### config.mk
export PLATFORM = sky130hd
export DESIGN_NAME = soc_rst_seq
export DESIGN_NICKNAME = d
export VERILOG_FILES = /design/src/rtl/soc_rst_pkg.sv /design/src/rtl/soc_rst_seq_sync_2ff.sv /design/src/rtl/soc_rst_seq.sv
export SDC_FILE = /design/constraint.sdc
export NUM_CORES = 1
export LEC_CHECK = 0
export BUFFER_PORTS_ARGS = -buffer_cell sky130_fd_sc_hd__buf_2
export CAP_MARGIN = 20
export CORE_MARGIN = 8
export CORE_UTILIZATION = 35
export CTS_BUF_LIST = sky130_fd_sc_hd__clkbuf_16
export DETAILED_ROUTE_END_ITERATION = 12
export PLACE_DENSITY = 0.51
export SETUP_SLACK_MARGIN = 0.05
export SYNTH_ARGS = -nofsm -noshare
export SYNTH_HDL_FRONTEND = slang
export SYNTH_SLANG_ARGS = --single-unit
### constraint.sdc
create_clock -name i_clk_50m -period 1.74 [get_ports i_clk_50m]
set_input_delay 0.348 -clock i_clk_50m [delete_from_list [all_inputs] [get_ports i_clk_50m]]
set_output_delay 0.348 -clock i_clk_50m [all_outputs]
set_load 0.01 [all_outputs]
### src/rtl/soc_rst_pkg.sv
// Shared types for the SoC reset sequencer: FSM state encoding and status counter width.
// The optional status outputs are enabled with SOC_RST_SEQ_STATUS_EN.
package soc_rst_pkg;

    typedef enum logic [1:0] {
        ST_PLL_RST   = 2'd0,
        ST_WAIT_LOCK = 2'd1,
        ST_STABLE    = 2'd2,
        ST_RUN       = 2'd3
    } rst_state_t;

    localparam int RETRY_W = 8;
    localparam logic [RETRY_W-1:0] RETRY_MAX = '1;

    function automatic int max3(input int a, input int b, input int c);
        int m;
        m = (a > b) ? a : b;
        return (m > c) ? m : c;
    endfunction

endpackage

### src/rtl/soc_rst_seq_sync_2ff.sv
// Two-flop synchronizer for asynchronous level inputs; both stages reset to 0.
module sync_2ff #(
    parameter int W = 1
) (
    input  logic         clk,
    input  logic         rst_n,
    input  logic [W-1:0] d,
    output logic [W-1:0] q
);

    logic [W-1:0] meta;

    always_ff @(posedge clk or negedge rst_n) begin
        if (!rst_n) begin
            meta <= '0;
            q    <= '0;
        end else begin
            meta <= d;
            q    <= meta;
        end
    end

endmodule

### src/rtl/soc_rst_seq.sv
// SoC reset sequencer: pulses PLL reset, waits for a stable lock, then releases system reset.
// Define SOC_RST_SEQ_STATUS_EN to add the o_retry_cnt / o_fault status outputs.
module soc_rst_seq
    import soc_rst_pkg::*;
#(
    parameter int PLL_RST_CYCLES      = 16,
    parameter int LOCK_STABLE_CYCLES  = 1024,
    parameter int LOCK_TIMEOUT_CYCLES = 65536
) (
    input  logic               i_clk_50m,
    input  logic               i_rst_n,
    input  logic               i_pll_lock,
    input  logic               i_sw_rst_req,
    output logic               o_pll_rst,
    output logic               o_sys_rst_n,
    output logic               o_ready,
`ifdef SOC_RST_SEQ_STATUS_EN
    output logic [RETRY_W-1:0] o_retry_cnt,
    output logic               o_fault,
`endif
    output rst_state_t         o_dbg_state
);

    localparam int CNT_MAX = max3(PLL_RST_CYCLES, LOCK_STABLE_CYCLES, LOCK_TIMEOUT_CYCLES);
    localparam int CNT_W   = (CNT_MAX > 1) ? $clog2(CNT_MAX) : 1;

    localparam logic [CNT_W-1:0] PLL_LAST    = CNT_W'(PLL_RST_CYCLES - 1);
    localparam logic [CNT_W-1:0] STABLE_LAST = CNT_W'(LOCK_STABLE_CYCLES - 1);
    localparam logic [CNT_W-1:0] TO_LAST     = CNT_W'(LOCK_TIMEOUT_CYCLES - 1);

    logic             lock_s;
    rst_state_t       state, state_nxt;
    logic [CNT_W-1:0] cnt, cnt_nxt;

    sync_2ff #(.W(1)) u_lock_sync (
        .clk   (i_clk_50m),
        .rst_n (i_rst_n),
        .d     (i_pll_lock),
        .q     (lock_s)
    );

    // Every state leaves before its counter limit, so the counter never wraps.
    always_comb begin
        state_nxt = state;
        cnt_nxt   = cnt + 1'b1;
        case (state)
            ST_PLL_RST: begin
                if (cnt == PLL_LAST) begin
                    state_nxt = ST_WAIT_LOCK;
                    cnt_nxt   = '0;
                end
            end
            ST_WAIT_LOCK: begin
                if (lock_s) begin
                    state_nxt = ST_STABLE;
                    cnt_nxt   = '0;
                end else if (cnt == TO_LAST) begin
                    state_nxt = ST_PLL_RST;
                    cnt_nxt   = '0;
                end
            end
            ST_STABLE: begin
                if (!lock_s) begin
                    state_nxt = ST_WAIT_LOCK;
                    cnt_nxt   = '0;
                end else if (cnt == STABLE_LAST) begin
                    state_nxt = ST_RUN;
                    cnt_nxt   = '0;
                end
            end
            ST_RUN: begin
                cnt_nxt = '0;
                if (!lock_s || i_sw_rst_req) begin
                    state_nxt = ST_PLL_RST;
                end
            end
            default: begin
                state_nxt = ST_PLL_RST;
                cnt_nxt   = '0;
            end
        endcase
    end

    // Outputs are decoded from the next state so they change on the same edge as the state.
    always_ff @(posedge i_clk_50m or negedge i_rst_n) begin
        if (!i_rst_n) begin
            state       <= ST_PLL_RST;
            cnt         <= '0;
            o_pll_rst   <= 1'b1;
            o_sys_rst_n <= 1'b0;
            o_ready     <= 1'b0;
        end else begin
            state       <= state_nxt;
            cnt         <= cnt_nxt;
            o_pll_rst   <= (state_nxt == ST_PLL_RST);
            o_sys_rst_n <= (state_nxt == ST_RUN);
            o_ready     <= (state_nxt == ST_RUN);
        end
    end

    assign o_dbg_state = state;

`ifdef SOC_RST_SEQ_STATUS_EN
    logic               retry_evt;
    logic [RETRY_W-1:0] retry_nxt;

    // A software request alone is not a retry; lock loss in RUN is, even with a request.
    assign retry_evt = !lock_s && (((state == ST_WAIT_LOCK) && (cnt == TO_LAST)) ||
                                   (state == ST_RUN));
    assign retry_nxt = (retry_evt && (o_retry_cnt != RETRY_MAX)) ? o_retry_cnt + 1'b1
                                                                 : o_retry_cnt;

    always_ff @(posedge i_clk_50m or negedge i_rst_n) begin
        if (!i_rst_n) begin
            o_retry_cnt <= '0;
            o_fault     <= 1'b0;
        end else begin
            o_retry_cnt <= retry_nxt;
            o_fault     <= o_fault | (retry_nxt == RETRY_MAX);
        end
    end
`endif

endmodule

==> results.md, run 1 <==
- Cells after DPL: 172
- Die area: about 5600 um^2
- Netlist cell types: 42
- Grt total ovfl: 0
- Multi-input logic area: 636 um^2
- Final instance area: 1500 um^2
- First-pass GRT wire length: 4280 um
- Pre-CTS WS: roughly 0.061 ns
- Detailed router's first-iteration violation count: 42
- Synth top area cells: dfrtp_1 (43%), xor2_1 (5.8%), a21oi_1 (5.0%)
- Reg area: 556 um^2
- Area of placed instances: 1360 um^2
- Worst setup path startpoint: cnt[0]
- Fillers: around 320
- Seq/Total Area, Yosys: 0.457
- Via Count: 935
- Worst-Skew Late Latency: 0.25 ns
- EDFF count, synth: 0
- CTS buffer count: 3
- Slew margin rel.: 0.667
- Antenna violations before repair: 0
- Max-slew violation count: 0
- Final Hold Vio Count: 0
- Worst Max-Slew Pin Slew: 0.500 ns
- Synthesized area: between 1000 and 1500 um^2
- Largest net degree at the start of global routing: 23
- RD Place Congestion: 0.763
- Layout Skew: 0.00574 ns
- Die H: 74.8 um
- Post-CTS Hold Buffers: 0
- Seq cells post-synth: 22
- H-tree depth: 1
- Design Power: between 1.5 and 2 mW
- Hold_ws: 0.0614 ns
- Vias in the first global route: 924
- Cell taking the most area after synthesis: dfrtp_1
- Avg WL per Cell: 14.4 um
- Ys Warns: 0
- Total wire length: 2560 um
- Port bufs: 8
- Fmax: 615 MHz
- Mapped Nets: between 100 and 150
- Rows: 21
- # IOs: 9
- Mean post-synth cell area: between 10 and 15 um^2
- Post-route ant nets: 0
- Critical R2R Launch: cnt[0]
- Final core occ: 0.450
- Max Root-Sink Buffers: 2
- Sink Count: 22
- Lkg Pwr: between 0.6 and 0.7 nW
- Total global routing track utilization: 0.0963
- Root buffer cell: clkbuf_16
- Clk slew on worst S/H paths: 0.06 ns
- CTS tree: done
- Startpoint Class: flip-flop
- CP max FO: 5
- Worst Path Required: 1.90 ns
- HP Class: input port to async pin
- DRC errors left: 0
- Fraction of registers with async set/reset: 1.00
- # Max-Cap Violations: 0
- Cell Pwr Density: around 1100 nW/um^2
- Final cell count without fillers: 178
- Post-layout nets: 138
- Post-route minimum period: 1.62 ns
- Fin crit share: 0.934
- Synth top area share: 0.435
- Setup TNS: 0 ns
- Worst Setup End Kind: flip-flop
- WP data arrival: 1.78 ns
- Core area: 3340 um^2
- Maximum VDD drop: 0.479 mV
- Routed vias/inst: approximately 5.3
- Mapped Cells: 112
- Status: finished, final reports clean
- Share of cells above drive strength 1: 0.394
- Most used DFF post-synth: dfrtp_1
- Starting density of the core: 0.362
- Worst setup path class: flip-flop to flip-flop
- Area grow syn2layout: 24.1%
- PnR worst setup slack: approximately 0.12 ns
- Setup Viol. Count Final: 0
- Initial DRT Pass Iterations: 4
- Detailed-placement wirelength estimate: 1890 um
- RSZ-0062 raised after global routing: yes
- # diodes: 0
- Die W: roughly 75 um
registers in the layout, indices dropped and copies added, names as in the netlist:
name	count
cnt	16
o_pll_rst	1
o_ready	1
u_lock_sync.q	1
o_dbg_state	2
u_lock_sync.meta	1
worst paths after layout:
| kind | to | slack (ns) | cells after the start |
|---|---|---|---|
| max reg2reg | cnt[14] | 0.12 | 6 |
| max in group asynchronous | cnt[5] | 1.31 | 1 |
| max | cnt[14] | 0.12 | 6 |
| min reg2reg | u_lock_sync.q | 0.36 | 0 |
| min in group i_clk_50m | u_lock_sync.meta | 0.20 | 1 |
| min | cnt[1] | 0.06 | 1 |
report_power, final:
group          switching (mW)  leakage [nW]  internal (mW)
registers              0.0616         0.288          0.590
logic                   0.301         0.321          0.277
clock network           0.167        0.0385          0.306
cells in the mapped netlist (all sizes together), types with 2 or more instances:
library cell	count
a21oi	12
a22oi	4
a31o	2
and2	2
and3	4
and4	4
buf	6
clkbuf	2
dfrtp	21
nand2	10
nand3	4
nand4	6
nor2	2
nor4	3
o21ai	4
or3	2
xnor2	3
xor2	8
cell type report:
class                      count  area share
multi-input combinational     82       0.424
timing repair buffer          24       0.115
sequential                    22       0.370
tap                           46      0.0384
clock inverter                 1     0.00250
clock buffer                   3      0.0500
layer usage:
metal / up-vias / wire (um) / global-route usage
li1: 455 / - / -
met1: 468 / 1230 / 0.129
met2: 10 / 1240 / 0.157
met3: 2 / 76 / 0.0160
met4: 0 / 14 / 0.0217
met5: - / 0 / 0
cell families (layout without fill, tap and decap cells):
group	count (synthesis)	count (layout)	synth area share
simple gates	41	41	0.228
buf+inv	8	28	0.0517
flops	22	22	0.457
compound gates	29	29	0.174
fa+ha+maj	1	1	0.0104
xor+xnor	11	11	0.0797
repair_timing:
item	4_1_cts	5_1_grt
setup endpoints to repair	1	18
pin swaps	1	4
gates resized for setup	0	15
buffers inserted	0	2
critical path, cell delays in order (launching register included):
cell and delay [ns]:
dfrtp_1 0.37, ha_2 0.21, and4_4 0.26, buf_4 0.12, nand3_1 0.08, or3_1 0.32, a22oi_1 0.16
layout by cell type (no fill, tap or decap), types with 2 or more instances in the layout:
cell type and n:
a22oi_1 2, a31o_2 2, o21ai_0 4, dfrtp_1 18, and4_1 2, buf_4 15, buf_2 8, or3_1 2
a21oi_1 10, nor2_1 2, and4_4 2, nand4_1 6, a21oi_2 2, clkbuf_16 3, dfrtp_2 3, nand3_1 3
xor2_1 8, xnor2_1 3, nand2_1 9, and3_2 3, nor4_4 2
Power figures use the tool's default switching activity.
==> inputs of run 2 (changes only) <==
--- a/config.mk
+++ b/config.mk
@@ -11,6 +11,7 @@
 export CORE_UTILIZATION = 35
 export CTS_BUF_LIST = sky130_fd_sc_hd__clkbuf_16
 export DETAILED_ROUTE_END_ITERATION = 12
+export HOLD_SLACK_MARGIN = 0.12
 export PLACE_DENSITY = 0.51
 export SETUP_SLACK_MARGIN = 0.05
 export SYNTH_ARGS = -nofsm -noshare
==> run 2 against run 1 <==
Effect of this change:
- final area grew 0.67%
- routed wire length grew 0.51%
- sequential cell count did not move
- setup slack is the same
- sequential share of layout area is 0.25 points lower
- clock skew stayed put
- via count grew 0.43%
- register-to-register slack barely moved
- clock-buffer cell count is the same
- global-route usage unchanged
- critical path type unchanged
==> results.md, run 2 (synthesized netlist as in run 1, its figures left out) <==
- Fmax: 615 MHz
- Initial DRT Pass Iterations: 4
- Commonest non-fill, non-tap cells in the layout: dfrtp_1 (18), buf_4 (15), a21oi_1 (10), nand2_1 (9)
- Psw: between 500 and 600 uW
- Vias in the first global route: 924
- Max reg flops: 16
- Cell Pwr Density: roughly 1100 nW/um^2
- Share of cells above drive strength 1: 0.391
- Reg2Reg Setup Slack: roughly 0.12 ns
- Area of placed instances: 1360 um^2
- R2R cell count: 6
- Core area: around 3300 um^2
- R2R Path End: cnt[14]
- Clk slew on worst S/H paths: 0.06 ns
- Worst setup path startpoint: cnt[0]
- Detailed-placement wirelength estimate: 1890 um
- Critical path depth in cells: 6
- Max-slew violation count: 0
- CP max FO: 5
- Antenna violations before repair: 0
- Critical R2R Launch: cnt[0]
- Rows: 21
- Area grow syn2layout: 24.9%
- # IOs: 9
- Sw frac: 0.311
- Maximum VDD drop: about 0.48 mV
- Detailed router's first-iteration violation count: 44
- Startpoint Class: flip-flop
- Final instance area: 1510 um^2
- Cells after DPL: 172
- Worst Setup End Kind: flip-flop
- Die area: 5590 um^2
- Grt total ovfl: 0
- Slew margin rel.: 0.666
- Worst Path Required: 1.90 ns
- CTS buffer count: 3
- Setup TNS: 0 ns
- Most common cell after layout, fill and taps aside: dfrtp_1
- Setup Viol. Count Final: 0
- Final Hold Vio Count: 0
- RD Place Congestion: 0.763
- Largest reg by FF count: cnt
- Fin crit share: 0.934
- Slowest CP cell: dfrtp_1
- Total wire length: 2570 um
- # Max-Cap Violations: 0
- Post-layout nets: 139
- Logic pwr share: 0.340
- Final cell count without fillers: 179
- Routed vias/inst: 5.25
- Hold_ws: 0.202 ns
- Max stage delay on crit path: about 0.37 ns
- Crit path to: cnt[14]
- CTS tree: done
- Die H: 74.8 um
- First-pass GRT wire length: between 4000 and 5000 um
- DRC errors left: 0
- Starting density of the core: 0.362
- Internal power: 1.17 mW
- Avg WL per Cell: 14.4 um
- H-tree depth: 1
- Lkg Pwr: 0.652 nW
- Total global routing track utilization: 0.0963
- WP data arrival: 1.78 ns
- Root buffer cell: clkbuf_16
- CP bufs+invs: 1
- Post-route ant nets: 0
- Via Count: 939
- RSZ-0062 raised after global routing: yes
- Status: finished, final reports clean
- Sink Count: 22
- Worst-Skew Late Latency: about 0.25 ns
- Die W: 74.8 um
- Crit path max-delay family: simple AND/OR/NAND/NOR gates
- Max Root-Sink Buffers: 2
- Largest net degree at the start of global routing: 23
- HP Class: input port to flip-flop
- Worst-path cell chain: ha_2 > and4_4 > buf_4 > nand3_1 > or3_1 > a22oi_1
- # diodes: 0
- Layout Skew: 0.00574 ns
- Sequential power share: 0.382
- Clock share of power: 0.277
- Worst Max-Slew Pin Slew: 0.501 ns
- Post-route minimum period: around 1.6 ns
- Port bufs: 8
- Worst setup path class: flip-flop to flip-flop
==> run 2: cell types whose count changed in the layout (fill, tap and decap cells not counted) <==
cell,change
dlygate4sd3_1,+1
==> run 2: metal layers <==
| metal | GRT usage | vias up | share of wire |
|---|---|---|---|
| li1 | - | 457 | - |
| met1 | 0.130 | 470 | 0.48 |
| met2 | 0.157 | 10 | 0.49 |
| met3 | 0.0146 | 2 | 0.028 |
| met4 | 0.0217 | 0 | 0.0054 |
| met5 | 0 | - | 0 |
==> run 2: cell type report <==
cell class,instances,area (um^2)
Timing Repair Buffer,25,183
Sequential cell,22,556
Clock buffer,3,75.1
Multi-Input combinational cell,82,636
Clock inverter,1,3.75
Tap cell,46,57.6
Fill cell,323,1830
==> run 2: worst min-delay path by stage <==
stage / startpoint / to / slack (ns) / depth (start not counted)
detailed placement: i_rst_n / cnt[15] / 0.35 / 1
floorplan: i_rst_n / cnt[0] / 0.05 / 0
global route: i_pll_lock / u_lock_sync.meta / 0.20 / 1
finish: i_pll_lock / u_lock_sync.meta / 0.20 / 1
global placement: u_lock_sync.meta / u_lock_sync.q / 0.34 / 0
CTS: i_pll_lock / u_lock_sync.meta / 0.20 / 1
==> run 2: what timing repair did <==
item,in CTS,in global routing
resized for setup,0,15
hold buffers,1,0
setup endpoints to repair,1,18
setup buffers,0,2
pin swaps,1,4
hold endpoints to repair,21,0
==> run 2: metrics by stage <==
step | setup slack (ns) | utilization | total power, mW
2_1_floorplan | 0.0875 | - | 1.02
3_3_place_gp | 0.0965 | 0.408 | 1.20
3_5_place_dp | 0.0607 | 0.408 | 1.22
4_1_cts | 0.0664 | 0.435 | 1.70
5_1_grt | 0.0481 | 0.453 | 1.81
6_report | 0.115 | 0.453 | 1.71
==> run 2: worst reg2reg max path: stages, from the launching register on <==
cell and delay, ns:
dfrtp_1 0.37, ha_2 0.21, and4_4 0.26, buf_4 0.12, nand3_1 0.08, or3_1 0.32
a22oi_1 0.16
==> run 2: power by group through the flow <==
stage	registers, mW	logic, mW	clock network [mW]
floorplan	0.654	0.364	0
global placement	0.652	0.551	0
detailed placement	0.658	0.559	0
CTS	0.649	0.563	0.490
global route	0.663	0.637	0.507
finish	0.652	0.581	0.473
==> inputs of run 3 (changes only) <==
==> constraint.sdc (replaced) <==
create_clock -name i_clk_50m -period 1.74 [get_ports i_clk_50m]
set_input_delay 0.174 -clock i_clk_50m [delete_from_list [all_inputs] [get_ports i_clk_50m]]
set_output_delay 0.174 -clock i_clk_50m [all_outputs]
set_load 0.01 [all_outputs]
==> run 3 against run 2 <==
Effect of this change:
- routed wire length up 0.12%
- non-clock buffer count up 1
- final area up 0.66%
==> results.md, run 3 (synthesized netlist as in run 1, its figures left out) <==
- Worst setup path class: flip-flop to flip-flop
- # diodes: 0
- Worst hold stages: 2
- Die H: 74.8 um
- Critical R2R Launch: cnt[0]
- WP data arrival: 1.78 ns
- Layout Skew: 0.00574 ns
- CP bufs+invs: 1
- Hold Startpoint: i_sw_rst_req
- RD Place Congestion: 0.763
- Status: finished, final reports clean
- Slew margin rel.: 0.666
- Area grow syn2layout: 25.8%
- Die area: 5590 um^2
- Rows: 21
- Setup Viol. Count Final: 0
- Fin crit share: 0.934
- Max reg flops: 16
- Cell Pwr Density: between 1000 and 1500 nW/um^2
- Vias in the first global route: about 900
- CTS tree: done
- Commonest non-fill, non-tap cells in the layout: dfrtp_1 (18), buf_4 (15), a21oi_1 (10), nand2_1 (9)
- Post-layout nets: 140
- Root buffer cell: clkbuf_16
- Largest net degree at the start of global routing: 23
- Crit path max-delay family: simple AND/OR/NAND/NOR gates
- RSZ-0062 raised after global routing: yes
- Worst Max-Slew Pin Slew: about 0.50 ns
- PnR worst setup slack: approximately 0.12 ns
- Grt total ovfl: 0
- Worst Setup End Kind: flip-flop
- Detailed router's first-iteration violation count: 52
- Worst Path Required: 1.90 ns
- Total global routing track utilization: 0.0963
- DRC errors left: 0
- CTS buffer count: 3
- Detailed-placement wirelength estimate: 1890 um
- Worst setup path startpoint: cnt[0]
- CP max FO: 5
- Final Hold Vio Count: 0
- H-tree depth: 1
- Max-slew violation count: 0
- Most common cell after layout, fill and taps aside: dfrtp_1
- HP Class: input port to flip-flop
- Share of cells above drive strength 1: 0.388
- Critical path depth in cells: 6
- Starting density of the core: 0.362
- Final core occ: 0.456
- Fillers: 322
- Die W: 74.8 um
- Setup TNS: 0 ns
- Multi-input logic area: 636 um^2
- Initial DRT Pass Iterations: 4
- Startpoint Class: flip-flop
- Post-route minimum period: 1.62 ns
- Reg2Reg Setup Slack: 0.12 ns
- Post-route ant nets: 0
- Pre-CTS WS: 0.0607 ns
- # Max-Cap Violations: 0
- R2R cell count: 6
- Sink Count: 22
- Total wire length: 2570 um
- Via Count: 940
- Largest reg by FF count: cnt
- Reg area: 556 um^2
- Worst-Skew Late Latency: roughly 0.25 ns
- Maximum VDD drop: 0.479 mV
- Fmax: around 620 MHz
- Core area: 3340 um^2
- First-pass GRT wire length: 4280 um
- Max Root-Sink Buffers: 2
- Port bufs: 8
- Slowest CP cell: dfrtp_1
- Worst-path cell chain: ha_2 > and4_4 > buf_4 > nand3_1 > or3_1 > a22oi_1
- Avg WL per Cell: 14.3 um
- Max stage delay on crit path: 0.37 ns
- # IOs: 9
- Antenna violations before repair: 0
- Routed vias/inst: roughly 5.2
- Lkg Pwr: between 0.6 and 0.7 nW
- Clk slew on worst S/H paths: roughly 0.06 ns
## run 3: cell type report
| type | count | share of cell area |
|---|---|---|
| sequential | 22 | 0.365 |
| clock inverter | 1 | 0.00247 |
| tap | 46 | 0.0379 |
| timing repair buffer | 26 | 0.127 |
| multi-input combinational | 82 | 0.418 |
| clock buffer | 3 | 0.0494 |
## run 3: power breakdown
| group | switching [mW] | total [mW] | internal (mW) |
|---|---|---|---|
| Clock | 0.167 | 0.473 | 0.306 |
| Sequential | 0.0616 | 0.652 | 0.590 |
| Combinational | 0.302 | 0.582 | 0.280 |
## run 3: worst register-to-register path: cells and delay by family (launching register included)
kind | cells | cell delay, ns
compound gates | 1 | 0.16
fa+ha+maj | 1 | 0.21
buf+inv | 1 | 0.12
flops | 1 | 0.37
simple gates | 3 | 0.66
## run 3: final timing paths
path,to
max,cnt[14]
min,o_ready
max reg2reg,cnt[14]
min reg2reg,u_lock_sync.q
max in group asynchronous,cnt[5]
min in group asynchronous,cnt[1]
## run 3: per-stage QoR
stage	hold WS, ns	instance area (um^2)	std cells	power [mW]
after global routing	0.176	1520	180	1.81
final	0.167	1520	180	1.71
after CTS	0.159	1460	178	1.70
after global placement	0.176	1360	172	1.20
after floorplan	-0.122	1210	112	1.02
after detailed placement	0.175	1360	172	1.22
## run 3: what timing repair did
| item | 4_1_cts | 5_1_grt |
|---|---|---|
| hold buffers | 2 | 0 |
| pin swaps | 1 | 4 |
| resized for setup | 0 | 15 |
| setup endpoints to repair | 1 | 18 |
| setup buffers | 0 | 2 |
| hold endpoints to repair | 22 | 0 |
## run 3: layer usage
layer	track usage	wire length, um
met1	0.130	1240
met2	0.157	1250
met3	0.0146	73
met4	0.0217	14
met5	0	0
